## src/rtl/score_player.sv

```systemverilog
// ---------------------------------------------------------------------------
// score_player
//
// Purpose:
//   Responder end of the control FSM's playback handshake. A level request
//   (Do_rand_audio_video or Do_save_audio_video) starts a walk of the chosen
//   score memory from address 0. Each stored note code goes to the
//   audio/video stage for its stored length in beat units. Completion is
//   reported as a level on Done_rand_audio / Done_save_audio until the
//   request drops.
//
// Handshake:
//   A request is accepted in IDLE. Done_* stays high while the active request
//   stays high. Dropping that request acknowledges completion, and the block
//   returns to IDLE with address 0. Rand wins when both requests are high.
//
// Ports:
//   clk, reset            clock, synchronous active-high reset
//   Init_audio_video      clear address/counters, return to IDLE
//   Do_rand_audio_video   level request: play random score
//   Do_save_audio_video   level request: play saved score
//   End_early             abort current playback (go to DONE)
//   score_addr            read address to both score memories
//   rand_note/rand_len    random-score memory data (synchronous read)
//   save_note/save_len    saved-score memory data (synchronous read)
//   note_out              current note code to audio/video stage
//   note_valid            high while a non-rest note is sounding
//   Done_rand_audio       random score finished (level)
//   Done_save_audio       saved score finished (level)
//   dbg_state_o           current FSM state encoding (observation only)
//
// Build option:
//   SCORE_TERMINATOR_EN - when defined, an all-ones note code ends the score
//   without being sounded.
// ---------------------------------------------------------------------------
module score_player #(
    parameter int NOTE_W         = 4,
    parameter int LEN_W          = 3,
    parameter int SCORE_LEN      = 16,
    parameter int ADDR_W         = 4,
    parameter int TICKS_PER_UNIT = 4
) (
    input  logic              clk,
    input  logic              reset,
    input  logic              Init_audio_video,
    input  logic              Do_rand_audio_video,
    input  logic              Do_save_audio_video,
    input  logic              End_early,
    output logic [ADDR_W-1:0] score_addr,
    input  logic [NOTE_W-1:0] rand_note,
    input  logic [LEN_W-1:0]  rand_len,
    input  logic [NOTE_W-1:0] save_note,
    input  logic [LEN_W-1:0]  save_len,
    output logic [NOTE_W-1:0] note_out,
    output logic              note_valid,
    output logic              Done_rand_audio,
    output logic              Done_save_audio,
    output logic [2:0]        dbg_state_o
);

    localparam int TICK_W = (TICKS_PER_UNIT > 1) ? $clog2(TICKS_PER_UNIT) : 1;
    localparam logic [TICK_W-1:0] TICK_LAST = TICK_W'(TICKS_PER_UNIT - 1);
    localparam logic [ADDR_W-1:0] LAST_ADDR = ADDR_W'(SCORE_LEN - 1);

    typedef enum logic [2:0] {
        S_IDLE  = 3'd0,
        S_FETCH = 3'd1,
        S_LOAD  = 3'd2,
        S_PLAY  = 3'd3,
        S_DONE  = 3'd4
    } state_t;

    state_t            state_q, state_d;
    logic              src_save_q, src_save_d;   // 0 = random score, 1 = saved score
    logic [ADDR_W-1:0] addr_q, addr_d;
    logic [NOTE_W-1:0] note_q, note_d;
    logic              valid_q, valid_d;
    logic [TICK_W-1:0] tick_q, tick_d;           // beat-unit prescaler
    logic [LEN_W-1:0]  unit_q, unit_d;           // remaining beat units minus one

    logic [NOTE_W-1:0] mem_note;
    logic [LEN_W-1:0]  mem_len;
    logic              is_term;
    logic              req_active;

    assign mem_note   = src_save_q ? save_note : rand_note;
    assign mem_len    = src_save_q ? save_len  : rand_len;
    assign req_active = src_save_q ? Do_save_audio_video : Do_rand_audio_video;

`ifdef SCORE_TERMINATOR_EN
    assign is_term = &mem_note;
`else
    assign is_term = 1'b0;
`endif

    // State and datapath registers
    always_ff @(posedge clk) begin
        if (reset) begin
            state_q    <= S_IDLE;
            src_save_q <= 1'b0;
            addr_q     <= '0;
            note_q     <= '0;
            valid_q    <= 1'b0;
            tick_q     <= '0;
            unit_q     <= '0;
        end else begin
            state_q    <= state_d;
            src_save_q <= src_save_d;
            addr_q     <= addr_d;
            note_q     <= note_d;
            valid_q    <= valid_d;
            tick_q     <= tick_d;
            unit_q     <= unit_d;
        end
    end

    // Next-state logic. Init beats End_early, which beats normal sequencing.
    always_comb begin
        state_d    = state_q;
        src_save_d = src_save_q;
        addr_d     = addr_q;
        note_d     = note_q;
        valid_d    = valid_q;
        tick_d     = tick_q;
        unit_d     = unit_q;

        if (Init_audio_video) begin
            state_d = S_IDLE;
            addr_d  = '0;
            tick_d  = '0;
            unit_d  = '0;
            note_d  = '0;
            valid_d = 1'b0;
        end else if (End_early &&
                     (state_q == S_FETCH || state_q == S_LOAD || state_q == S_PLAY)) begin
            state_d = S_DONE;
            note_d  = '0;
            valid_d = 1'b0;
        end else begin
            case (state_q)
                S_IDLE: begin
                    if (Do_rand_audio_video) begin
                        src_save_d = 1'b0;
                        state_d    = S_FETCH;
                    end else if (Do_save_audio_video) begin
                        src_save_d = 1'b1;
                        state_d    = S_FETCH;
                    end
                end
                S_FETCH: begin
                    // Address is already on the memories; data arrives in LOAD.
                    note_d  = '0;
                    valid_d = 1'b0;
                    state_d = S_LOAD;
                end
                S_LOAD: begin
                    if (is_term) begin
                        state_d = S_DONE;
                    end else begin
                        note_d  = mem_note;
                        valid_d = |mem_note;
                        tick_d  = TICK_LAST;
                        // A stored length of zero plays as one unit.
                        unit_d  = (mem_len == '0) ? '0 : mem_len - LEN_W'(1);
                        state_d = S_PLAY;
                    end
                end
                S_PLAY: begin
                    if (tick_q != '0) begin
                        tick_d = tick_q - TICK_W'(1);
                    end else if (unit_q != '0) begin
                        unit_d = unit_q - LEN_W'(1);
                        tick_d = TICK_LAST;
                    end else begin
                        note_d  = '0;
                        valid_d = 1'b0;
                        if (addr_q == LAST_ADDR) begin
                            state_d = S_DONE;
                        end else begin
                            addr_d  = addr_q + ADDR_W'(1);
                            state_d = S_FETCH;
                        end
                    end
                end
                S_DONE: begin
                    note_d  = '0;
                    valid_d = 1'b0;
                    if (!req_active) begin
                        addr_d  = '0;
                        state_d = S_IDLE;
                    end
                end
                default: begin
                    state_d = S_IDLE;
                end
            endcase
        end
    end

    // Outputs
    always_comb begin
        score_addr      = addr_q;
        note_out        = note_q;
        note_valid      = valid_q;
        Done_rand_audio = (state_q == S_DONE) && !src_save_q;
        Done_save_audio = (state_q == S_DONE) &&  src_save_q;
        dbg_state_o     = state_q;
    end

endmodule

```

## config.mk

```make
export PLATFORM = sky130hd
export DESIGN_NAME = score_player
export DESIGN_NICKNAME = d
export VERILOG_FILES = /design/src/rtl/score_player.sv
export SDC_FILE = /design/constraint.sdc
export NUM_CORES = 1
export LEC_CHECK = 0
export CAP_MARGIN = 25
export CORE_AREA = 8 8 59 71
export CTS_CLUSTER_SIZE = 28
export DETAILED_ROUTE_END_ITERATION = 10
export DIE_AREA = 0 0 67 79
export GPL_ROUTABILITY_DRIVEN = 0
export PLACE_DENSITY = 0.67
export SETUP_SLACK_MARGIN = 0.1
export SYNTH_ARGS = -nofsm -noshare
export SYNTH_HDL_FRONTEND = slang
export SYNTH_SLANG_ARGS = --single-unit
```

## constraint.sdc

```tcl
create_clock -name clk -period 5 [get_ports clk]
set_input_delay 1.5 -clock clk [delete_from_list [all_inputs] [get_ports clk]]
set_output_delay 1.5 -clock clk [all_outputs]
set_load 0.01 [all_outputs]
```

==> flow_summary.json <==
{
  "tns_ns": 0,
  "chipHeight_um": 79,
  "slew-limit-headroom_pct": 58.28,
  "period_minus_slack_ns": 3.724,
  "synthToLayoutAreaGrowth_pct": 33.83,
  "cts_setup_buffers": 0,
  "grt_pass1_vias": 1313,
  "maxSlewViolCount": 0,
  "clock_sinks": 18,
  "hold_class": "flip-flop to flip-flop",
  "core_um2": 3166,
  "placedCellCount": 210,
  "postSynthAreaPerCell_um2": 7.998,
  "cts_buffer_depth": 2,
  "worstSetupStartpointType": "flip-flop",
  "finClkSkew_ns": 0.0008224,
  "grt_max_degree": 19,
  "final_cells": 214,
  "insertion_delay_ns": 0.25,
  "fmax_mhz": 268.6,
  "cts_resized": 0,
  "post-route-period-util_pct": 74.47,
  "async_reset_ff_share_pct": 0,
  "required_ns": 3.50,
  "hold_viol_final": 0,
  "ys_seq_area_share_pct": 30.44,
  "rsz0062_at_grt": "no",
  "hpwl_um": 2631,
  "overflow": 0,
  "peakVddDrop_mv": 0.1488,
  "synth-main-ff-cell": "dfxtp_1",
  "insertedDiodeCount": 0,
  "end_kind": "primary output",
  "crit_fanout": 17,
  "synth.top_cell.area_share_pct": 30.44,
  "path_clk_slew_ns": 0.07,
  "first_iter_violations": 37,
  "power.density_nw_per_um2": 209.1,
  "power.leakage_nw": 0.5345,
  "die_area_um2": 5293,
  "yosys.area.top_type": "dfxtp_1",
  "cts_root_buf": "clkbuf_8",
  "via_per_inst": 5.757,
  "htreeDepth": 1,
  "drc": 0,
  "numPortBuffers": 33,
  "ys.warnings.count": 0,
  "grt_pass1_wl_um": 5671,
  "synth_cell_type_count": 45,
  "start_util_pct": 37.39,
  "status": "complete, no violations",
  "num_vias": 1232,
  "fin_nets": 204,
  "arrival_ns": 2.22,
  "die_w_um": 67,
  "synth_edf_count": 0,
  "holdBufCountCts": 0,
  "synth_area_leaders": "dfxtp_1 (30%), ha_1 (6.3%), mux2i_1 (5.1%), nor2_1 (4.8%), a21oi_1 (3.8%)",
  "drtPass1Iterations": 4,
  "syn_nets": 174,
  "syn_area_um2": 1184,
  "drive_gt1_share_pct": 4.520,
  "cts_inserted_buffers": 3,
  "worst_pin_slew_ns": 0.6249,
  "setup_violations": 0,
  "cts_tree": "built",
  "wl_per_cell_um": 15.57,
  "cap_violations": 0,
  "drtAntennaViolNets": 0,
  "ys_seq_elements": 18,
  "grtUsageTotal_pct": 13.20,
  "boundaryPins": 34,
  "finalWirelength_um": 3331,
  "synthCells": 148,
  "rows": 23,
  "antenna_found_initial": 0,
  "critPathKind": "flip-flop to primary output"
}
==> through the flow <==
step,total power [W],hold slack (ns),area (um^2),setup WS (ns),util [%]
2_1_floorplan,0.0001867,0.4412,1184,2.074,-
3_3_place_gp,0.0002140,0.4551,1529,1.494,48.30
3_5_place_dp,0.0002161,0.4530,1529,1.440,48.30
4_1_cts,0.0003351,0.4627,1584,1.339,50.04
5_1_grt,0.0003456,0.5104,1584,1.209,50.04
6_report,0.0003312,0.4585,1584,1.276,50.04
==> cells in the final DEF, fill, tap and decap left out, types with 4 or more instances in the layout <==
cell type,synthesis,routed
a211oi_1,4,4
a21oi_1,9,9
clkbuf_8,0,4
clkdlybuf4s50_1,0,33
dfxtp_1,18,18
ha_1,6,6
inv_1,8,8
mux2i_1,6,6
nand2_1,11,11
nor2_1,15,15
nor3_1,6,6
nor4b_1,4,4
o22ai_1,4,4
or4_1,4,4
==> per-layer routing <==
metal / part of all wire [%] / GRT usage (%) / vias to the layer above
li1: - / - / 606
met1: 40 / 13.13 / 575
met2: 50 / 23.78 / 43
met3: 7.6 / 5.063 / 8
met4: 2.3 / 5.031 / 0
met5: 0 / 0 / -
==> sequential cells by signal, summed over array words and instances (netlist names) <==
name	flops
unit_q	3
note_out	4
dbg_state_o	3
tick_q	2
src_save_q	1
score_addr	4
note_valid	1
==> cells in the mapped netlist (2+ instances only) <==
| cell | n |
|---|---|
| ha_1 | 6 |
| dfxtp_1 | 18 |
| nand2_1 | 11 |
| or4_1 | 4 |
| nor2_1 | 15 |
| a211oi_1 | 4 |
| o21ai_0 | 3 |
| nand3_1 | 2 |
| or2_1 | 2 |
| a22oi_1 | 2 |
| nor4b_1 | 4 |
| o21ai_1 | 2 |
| nand3b_1 | 3 |
| a21oi_1 | 9 |
| inv_1 | 8 |
| nor3_1 | 6 |
| or3b_1 | 2 |
| and3b_1 | 2 |
| mux2i_1 | 6 |
| nor4_1 | 3 |
| o22ai_1 | 4 |
| clkbuf_1 | 6 |
| and2_1 | 2 |
| nand2b_1 | 2 |
| a21boi_0 | 2 |
==> critical path, stage by stage, from the launching register on <==
cell             delay (ns)
dfxtp_1                0.65
nor3b_1                0.56
and2_1                 0.21
clkdlybuf4s50_1        0.54
==> final timing paths <==
| path | start | to | slack, ns | cells after the start |
|---|---|---|---|---|
| worst max-delay path | dbg_state_o[2] | Done_save_audio | 1.28 | 3 |
| worst min-delay path | unit_q[1] | unit_q[1] | 0.46 | 2 |
| worst max register to register | src_save_q | unit_q[0] | 2.62 | 7 |
| worst min register to register | unit_q[1] | unit_q[1] | 0.46 | 2 |
==> power breakdown <==
part           leakage (nW)  internal, W  switching (W)   total, W
clock network        0.0288    0.0000699      0.0000482   0.000118
registers             0.145     0.000146     0.00000873   0.000154
logic                 0.360    0.0000316      0.0000270  0.0000586
total                 0.534     0.000247      0.0000839   0.000331
==> area by class of cell <==
cell class | count | area, um^2
fill | 355 | 1582
sequential | 18 | 360.3
timing repair buffer | 33 | 330.3
clock buffer | 4 | 55.05
multi-input combinational | 114 | 762.0
tap | 37 | 46.29
inverter | 8 | 30.03
==> cells by family (layout without fill, tap and decap cells) <==
| kind of cell | Yosys count | in the layout | synth area share (%) |
|---|---|---|---|
| AND/OR/NAND/NOR | 65 | 65 | 31.71 |
| AO/OA/AOI/OAI | 37 | 37 | 21.25 |
| multiplexers | 6 | 6 | 5.074 |
| adder cells (fa/ha/maj) | 6 | 6 | 6.342 |
| flip-flops | 18 | 18 | 30.44 |
| buffers and inverters | 16 | 45 | 5.179 |
Note: power is estimated with default switching activity, not from simulation.
